--- config.mk ---
export PLATFORM = sky130hd
export DESIGN_NAME = ppu_fb_writer
export DESIGN_NICKNAME = d
export VERILOG_FILES = /design/src/rtl/ppu_fb_writer.sv
export SDC_FILE = /design/constraint.sdc
export NUM_CORES = 1
export LEC_CHECK = 0
export CAP_MARGIN = 40
export CELL_PAD_IN_SITES_DETAIL_PLACEMENT = 1
export CELL_PAD_IN_SITES_GLOBAL_PLACEMENT = 1
export CORE_AREA = 2 2 152 154
export DETAILED_ROUTE_END_ITERATION = 8
export DIE_AREA = 0 0 154 156
export HOLD_SLACK_MARGIN = 0.06
export PLACE_DENSITY = 0.64
export SETUP_SLACK_MARGIN = 0.4
export SYNTH_ARGS = -nofsm -noshare
export SYNTH_HDL_FRONTEND = slang
export SYNTH_SLANG_ARGS = --single-unit
--- constraint.sdc ---
create_clock -name clk -period 6.35 [get_ports clk]
set_input_delay 1.27 -clock clk [delete_from_list [all_inputs] [get_ports clk]]
set_output_delay 1.27 -clock clk [all_outputs]
set_load 0.005 [all_outputs]
--- src/rtl/ppu_fb_writer.sv ---
// ppu_fb_writer: packs 2-bit PPU pixels 4 per byte, queues them and writes the frame buffer.
// Optional PPU_PALETTE_EN maps each pixel through bgp before packing.
module ppu_fb_writer #(
  parameter int H_PIXELS   = 160,
  parameter int V_LINES    = 144,
  parameter int FIFO_DEPTH = 8,
  parameter int ADDR_W     = 13
) (
  input  logic              clk,
  input  logic              rst,
  input  logic              lcd_en,
  input  logic [1:0]        ppu_mode,
  input  logic [1:0]        px_in,
  input  logic              px_valid,
  input  logic [7:0]        bgp,
  output logic              fb_wr_req,
  output logic [ADDR_W-1:0] fb_wr_addr,
  output logic [7:0]        fb_wr_data,
  input  logic              fb_wr_ack,
  output logic              frame_done,
  output logic              overflow,
  output logic              extra_px
);
  localparam int XW = $clog2(H_PIXELS);
  localparam int YW = $clog2(V_LINES);
  localparam int PW = $clog2(FIFO_DEPTH);
  typedef enum logic [1:0] {ACTIVE, FLUSH, VBLANK} state_e;
  state_e            state_q;
  logic [XW-1:0]     x_q;
  logic [YW-1:0]     y_q;
  logic [5:0]        pack_q;
  logic [1:0]        cnt_q;
  logic [ADDR_W-1:0] bcnt_q;
  logic              done_q, frame_done_q, overflow_q, extra_q;
  logic [PW:0]       wp_q, rp_q;
  logic [ADDR_W+7:0] mem_q [FIFO_DEPTH];
  logic [1:0]        pix;
  logic [7:0]        pack_d, data_d;
  logic [2:0]        cnt_d;
  logic              take, extra, vb_entry, push, empty, full, pop, wr;
`ifdef PPU_PALETTE_EN
  assign pix = px_in == 2'd3 ? bgp[7:6] : px_in == 2'd2 ? bgp[5:4] :
               px_in == 2'd1 ? bgp[3:2] : bgp[1:0];
`else
  logic unused_bgp;
  assign unused_bgp = ^bgp;
  assign pix = px_in;
`endif
  always_comb begin
    take     = lcd_en && px_valid && state_q == ACTIVE && !done_q;
    extra    = lcd_en && px_valid && (state_q == FLUSH || (state_q == ACTIVE && done_q));
    vb_entry = lcd_en && state_q == ACTIVE && ppu_mode == 2'd1;
    pack_d   = take ? {pack_q, pix} : {2'b00, pack_q};
    cnt_d    = {1'b0, cnt_q} + {2'b00, take};
    // left-justify so the first pixel lands in [7:6]; a partial byte is zero-padded
    data_d   = pack_d << {3'd4 - cnt_d, 1'b0};
    push     = (take && cnt_q == 2'd3) || (vb_entry && cnt_d != 3'd0);
    empty    = wp_q == rp_q;
    full     = (wp_q ^ rp_q) == {1'b1, {PW{1'b0}}};
    pop      = lcd_en && !empty && fb_wr_ack;
    wr       = push && (!full || pop);
  end
  assign fb_wr_req                = lcd_en && !empty;
  assign {fb_wr_addr, fb_wr_data} = fb_wr_req ? mem_q[rp_q[PW-1:0]] : '0;
  assign frame_done               = frame_done_q;
  assign overflow                 = overflow_q;
  assign extra_px                 = extra_q;
  always_ff @(posedge clk)
    if (wr) mem_q[wp_q[PW-1:0]] <= {bcnt_q, data_d};
  always_ff @(posedge clk or negedge rst) begin
    if (!rst) begin
      state_q      <= ACTIVE;
      x_q          <= '0;
      y_q          <= '0;
      pack_q       <= '0;
      cnt_q        <= '0;
      bcnt_q       <= '0;
      done_q       <= 1'b0;
      wp_q         <= '0;
      rp_q         <= '0;
      frame_done_q <= 1'b0;
      overflow_q   <= 1'b0;
      extra_q      <= 1'b0;
    end else if (!lcd_en) begin
      state_q      <= ACTIVE;
      x_q          <= '0;
      y_q          <= '0;
      pack_q       <= '0;
      cnt_q        <= '0;
      bcnt_q       <= '0;
      done_q       <= 1'b0;
      wp_q         <= '0;
      rp_q         <= '0;
      frame_done_q <= 1'b0;
    end else begin
      frame_done_q <= 1'b0;
      if (pop) rp_q <= rp_q + 1'b1;
      if (wr) wp_q <= wp_q + 1'b1;
      // dropped bytes still advance the address so later bytes stay raster-aligned
      if (push) bcnt_q <= bcnt_q + 1'b1;
      if (push && full && !pop) overflow_q <= 1'b1;
      if (extra) extra_q <= 1'b1;
      if (take) pack_q <= pack_d[5:0];
      cnt_q <= (push || vb_entry) ? 2'd0 : cnt_d[1:0];
      if (take) begin
        x_q <= (x_q == XW'(H_PIXELS - 1)) ? '0 : x_q + 1'b1;
        if (x_q == XW'(H_PIXELS - 1)) begin
          y_q    <= (y_q == YW'(V_LINES - 1)) ? y_q : y_q + 1'b1;
          done_q <= y_q == YW'(V_LINES - 1);
        end
      end
      if (state_q == ACTIVE && ppu_mode == 2'd1) state_q <= FLUSH;
      else if (state_q == FLUSH && empty) begin
        frame_done_q <= 1'b1;
        state_q      <= VBLANK;
      end else if (state_q == VBLANK && ppu_mode != 2'd1) begin
        state_q <= ACTIVE;
        x_q     <= '0;
        y_q     <= '0;
        bcnt_q  <= '0;
        done_q  <= 1'b0;
      end
    end
  end
endmodule

==> flow_summary.json, run 1 <==
{
  "synthToLayoutAreaGrowth_pct": 17.6,
  "port_buffers": 33,
  "synth_edf_count": 168,
  "switching_power_mw": 0.648,
  "clkTransAtPathRegs_ns": 0.06,
  "status": "complete, no violations",
  "hold_buffers": 0,
  "grt_util_all_layers_pct": 16.9,
  "worstPathRequired_ns": 6.52,
  "fp.coreArea_um2": 22400,
  "viasPerCell": 5.49,
  "yosys-top-cells-area": "edfxtp_1 (55%), dfrtp_1 (14%), mux4_2 (11%), mux2i_1 (2.9%), nor2_1 (2.3%)",
  "skew_ns": 0.00772,
  "syn_inst": 574,
  "die_area_um2": 24000,
  "stdcell_area_um2": 10800,
  "synth_ff_type": "edfxtp_1",
  "ant_nets": 0,
  "drv_cap": 0,
  "placed_area_um2": 10000,
  "drive_above_1_share_pct": 19.1,
  "h-tree-depth": 1,
  "critical_path.max_fanout": 18,
  "final_common_cell": "edfxtp_1",
  "switching_share_pct": 21.0,
  "start_kind": "primary input",
  "clockRootBuffer": "clkbuf_16",
  "start_util_pct": 41.2,
  "synth.top_cell.area_share_pct": 54.8,
  "post_cts.repair.setup_buffers": 0,
  "setup_ws_ns": 1.60,
  "place_ws_ns": 1.07,
  "synth_largest_area_cell": "edfxtp_1",
  "yosys_register_bits": 219,
  "syn-num-nets": 600,
  "ys_warn_count": 0,
  "cp.arrival_ns": 4.93,
  "nets": 658,
  "first_pass_iters": 4,
  "finalHoldViolCount": 0,
  "clock_sinks": 219,
  "placementRows": 55,
  "io_pins": 42,
  "min_path_type": "register to register",
  "timing.fmax_mhz": 210,
  "peakVddDrop_mv": 0.137,
  "diodes": 0,
  "hpwl_um": 12300,
  "ys_seq_area_share_pct": 68.7,
  "cts-buffers-inserted": 24,
  "remaining_drc_errors": 0,
  "setup_tns_ns": 0,
  "rsz0062_at_grt": "false",
  "endpoint_kind": "register",
  "grt_pass1_vias": 5510,
  "syn_avg_cell_area_um2": 16.0,
  "internal-power_mw": 2.43,
  "grt_start_max_net_pins": 52,
  "p_comb_share_pct": 5.9,
  "cts_tree": "built",
  "antenna_found_initial": 0,
  "p_clk_share_pct": 43.6,
  "wl_um": 19700,
  "die_y_um": 156,
  "vias": 5123,
  "wl_per_cell_um": 21.1,
  "cellLeakagePower_nw": 3.65,
  "clockBufferDepth": 3,
  "synth_cell_type_count": 48,
  "grt_pass1_wl_um": 31300,
  "first_iter_violations": 314,
  "gr-total-overflow": 0,
  "pwr-share-seq_pct": 50.5,
  "filler_cell_count": 2122,
  "gp_congestion": 0.769,
  "syn-cell-area_um2": 9200,
  "worst_slew_pin_slew_ns": 0.956,
  "final_cell_mix": "edfxtp_1 (168), nor2_1 (56), dfrtp_1 (49), mux4_2 (43), clkdlybuf4s50_1 (32)",
  "async_reset_ff_share_pct": 23.3,
  "fin_util_pct": 48.4,
  "finalCritPeriodShare_pct": 74.9,
  "worstSkewPairLatency_ns": 0.51,
  "fin_crit_ns": 4.75,
  "setup-violations-final": 0,
  "relSlewSlack_pct": 35.9,
  "dieWidth_um": 154,
  "slew_viol_final": 0,
  "cts_resized": 0,
  "p_per_area_nw_per_um2": 285,
  "criticalPathCategory": "primary input to register"
}
## stage by stage
stage          std cells  hold WS (ns)  power (mW)
2_1_floorplan        574         0.454        1.69
3_3_place_gp         884         0.457        1.76
3_5_place_dp         888         0.456        1.77
4_1_cts              931         0.474        3.11
5_1_grt              934         0.504        3.18
6_report             934         0.475        3.08
## final cells by class
cell class,count,area [um2],share of cell area (%)
Clock buffer,30,644,5.96
Clock inverter,13,123,1.13
Inverter,17,63.8,0.590
Multi-Input combinational cell,309,2740,25.3
Sequential cell,219,6320,58.4
Tap cell,285,357,3.30
Timing Repair Buffer,61,566,5.23
## worst max-delay path, stage by stage
cell and delay, ns:
clkdlybuf4s50_1 0.40, buf_4 0.18, nand4bb_4 0.11, or2_1 0.27, inv_1 0.10, ha_1 0.47
inv_1 0.18, ha_1 0.23, ha_1 0.23, nor3_4 0.43, o22ai_1 0.14, buf_4 0.22
nor4b_2 0.30, buf_4 0.38
## power by group through the flow
stage | combinational [mW] | sequential [mW] | clock, mW
floorplan | 0.115 | 1.58 | 0
global placement | 0.165 | 1.59 | 0
detailed placement | 0.184 | 1.59 | 0
CTS | 0.185 | 1.56 | 1.37
global route | 0.199 | 1.56 | 1.43
finish | 0.181 | 1.56 | 1.34
## cell usage after synthesis, types with 5 or more instances
cell type  count
o2111ai_1      6
ha_1           9
buf_1          6
nor3_1        11
nand4_1        5
clkbuf_1      15
mux2i_1       27
o21ai_0       15
dfrtp_1       51
a211oi_1       7
inv_1         17
nor4_1         5
xor2_1        15
mux4_2        43
a21oi_1       14
nor2_1        57
edfxtp_1     168
nand2_1       23
nand3_1       15
or3_1         11
buf_2          7
xnor2_1        9
## per-layer routing
metal	wire, um	vias up	track usage, %	share of wire [%]
li1	-	2335	-	-
met4	456	0	4.81	2.3
met1	8740	2672	22.3	44
met2	9930	82	29.4	50
met3	601	34	2.39	3.0
met5	0	-	0	0
## state kept, by name, indices dropped and copies added, names as in the netlist, 2 cells and up
name,count
mem_q,168
bcnt_q,13
x_q,8
y_q,8
pack_q,6
rp_q,4
wp_q,4
cnt_q,2
state_q,2
## path summary, 6_finish.rpt
kind	from	endpoint	slack, ns	cells after the start
worst max-delay path	lcd_en	mem_q[1][13]	1.60	14
worst min-delay path	extra_px	extra_px	0.47	1
worst max register to register	state_q[0]	mem_q[1][13]	2.40	12
worst min register to register	extra_px	extra_px	0.47	1
max in group asynchronous	rst	rp_q[1]	4.97	2
min in group asynchronous	rst	x_q[0]	0.88	2
## cell families (layout without fill, tap and decap cells)
family	after synthesis	count (layout)	share of synthesized area, %
DFF	219	219	68.7
and+or+nand+nor	152	152	8.50
muxes	72	72	13.7
AOI/OAI and AO/OA	52	52	3.60
buffers and inverters	46	121	2.01
xor gates and xnor gates	24	24	2.28
adders and majority gates	9	9	1.22
(Power assumes the default switching activity.)
==> run 2: changes to the inputs <==
clock period = 4.4 ns   (was 6.35 ns; I/O delays follow)
==> run 2 against run 1 <==
Critical path depth is 9 lower; largest power group unchanged; sequential share of layout area fell by 0.82 points; utilization rose by 0.69 points; power rose by 42%; clock power increased by 38%; clock skew up 0.0064 ns; final area rose by 1.4%; first-iteration DRC count fell by 39%; worst hold slack worse by 0.29 ns; via count shrank 1.2%; sequential cell count unchanged.
==> flow_summary.json, run 2 (synthesis gave the netlist of run 1 again) <==
{
  "final_cell_mix": "edfxtp_1 (168), nor2_1 (56), dfrtp_1 (49), mux4_2 (43), clkdlybuf4s50_1 (32)",
  "p_per_area_nw_per_um2": 399,
  "slew_viol_final": 0,
  "dieWidth_um": 154,
  "placed_area_um2": 10200,
  "clkTransAtPathRegs_ns": 0.06,
  "criticalPathCategory": "register to primary output",
  "ant_nets": 0,
  "cts_resized": 0,
  "synthToLayoutAreaGrowth_pct": 19.2,
  "status": "complete, no violations",
  "met1_length_um": 8600,
  "grt_util_all_layers_pct": 17.1,
  "finalHoldViolCount": 0,
  "peakVddDrop_mv": 0.216,
  "critical_path.max_fanout": 17,
  "first_pass_iters": 4,
  "cellLeakagePower_nw": 3.68,
  "cts-buffers-inserted": 24,
  "nets": 662,
  "gr-total-overflow": 0,
  "drv_cap": 0,
  "worst_slew_pin_slew_ns": 0.888,
  "viasPerCell": 5.40,
  "grt_pass1_vias": 5626,
  "dp_cells": 894,
  "place_ws_ns": 0.361,
  "cts_tree": "built",
  "die_area_um2": 24000,
  "final_common_cell": "edfxtp_1",
  "antenna_found_initial": 0,
  "rsz0062_at_grt": "false",
  "hpwl_um": 12400,
  "fp.coreArea_um2": 22400,
  "vias": 5064,
  "largest_reg_flops": 168,
  "hold_buffers": 0,
  "grt_pass1_wl_um": 31900,
  "clock_sinks": 219,
  "placementRows": 55,
  "h-tree-depth": 1,
  "timing.fmax_mhz": 267,
  "start_kind": "register",
  "first_iter_violations": 193,
  "setup_tns_ns": 0,
  "r2r_cells": 13,
  "fin_crit_ns": 3.75,
  "drive_above_1_share_pct": 20.9,
  "diodes": 0,
  "gp_congestion": 0.768,
  "port_buffers": 33,
  "grt_start_max_net_pins": 37,
  "hold_ws_ns": 0.183,
  "fin_cells": 937,
  "finalCritPeriodShare_pct": 85.2,
  "relSlewSlack_pct": 40.6,
  "clockRootBuffer": "clkbuf_16",
  "cp.arrival_ns": 2.87,
  "worstPathRequired_ns": 3.52,
  "clockBufferDepth": 3,
  "start_util_pct": 41.2,
  "post_cts.repair.setup_buffers": 0,
  "die_y_um": 156,
  "wl_per_cell_um": 21.2,
  "min_path_type": "primary input to asynchronous set/reset pin",
  "p_total_mw": 4.38,
  "dr_wl_met3_um": 789,
  "setup_ws_ns": 0.651,
  "fin_util_pct": 49.1,
  "io_pins": 42,
  "skew_ns": 0.0142,
  "endpoint_kind": "primary output",
  "remaining_drc_errors": 0,
  "worstSkewPairLatency_ns": 0.51,
  "setup-violations-final": 0,
  "stdcell_area_um2": 11000,
  "wl_um": 19800,
  "wl_met2_um": 10200,
  "highest_layer": "met4"
}
run 2: cell count changes in the layout (fill, tap and decap cells not counted), moves of 3 or more:
cell	change
ha_4	+3
nor4_2	-4
buf_4	+3
clkinv_2	+4
buf_12	+4
ha_1	-3
clkbuf_1	-4
nor4_4	+4
run 2: final cells by class:
| type | count | area (um2) |
|---|---|---|
| repair buffers | 65 | 631 |
| clock inverters | 16 | 109 |
| well taps | 285 | 357 |
| flip-flops and latches | 219 | 6320 |
| fillers | 2132 | 11400 |
| clock buffers | 26 | 629 |
| inverters | 17 | 71.3 |
| multi-input cells | 309 | 2850 |
run 2: worst max-delay path: stages, from the launching register on:
cell	delay (ns)
dfrtp_2	0.75
buf_4	0.35
mux4_2	0.53
mux2i_1	0.20
nor2_1	0.06
clkdlybuf4s50_1	0.46
run 2: path summary, 6_finish.rpt:
path,startpoint,end,slack (ns)
worst max-delay path,rp_q[0],fb_wr_addr[2],0.65
worst min-delay path,rst,pack_q[3],0.18
worst max register to register,state_q[0],mem_q[4][11],1.18
worst min register to register,extra_px,extra_px,0.48
max in group asynchronous,rst,y_q[0],3.54
min in group clk,extra_px,extra_px,0.48
run 2: where the power goes:
part | leakage, nW | switching [mW] | internal (mW)
registers | 2.29 | 0.0219 | 2.23
logic | 1.03 | 0.137 | 0.138
clock network | 0.367 | 0.766 | 1.09
run 2: per-layer routing:
metal  global-route usage [%]  vias to the layer above
li1                         -                     2348
met1                     22.1                     2618
met2                     31.1                       77
met3                     2.44                       21
met4                     3.38                        0
met5                        0                        -
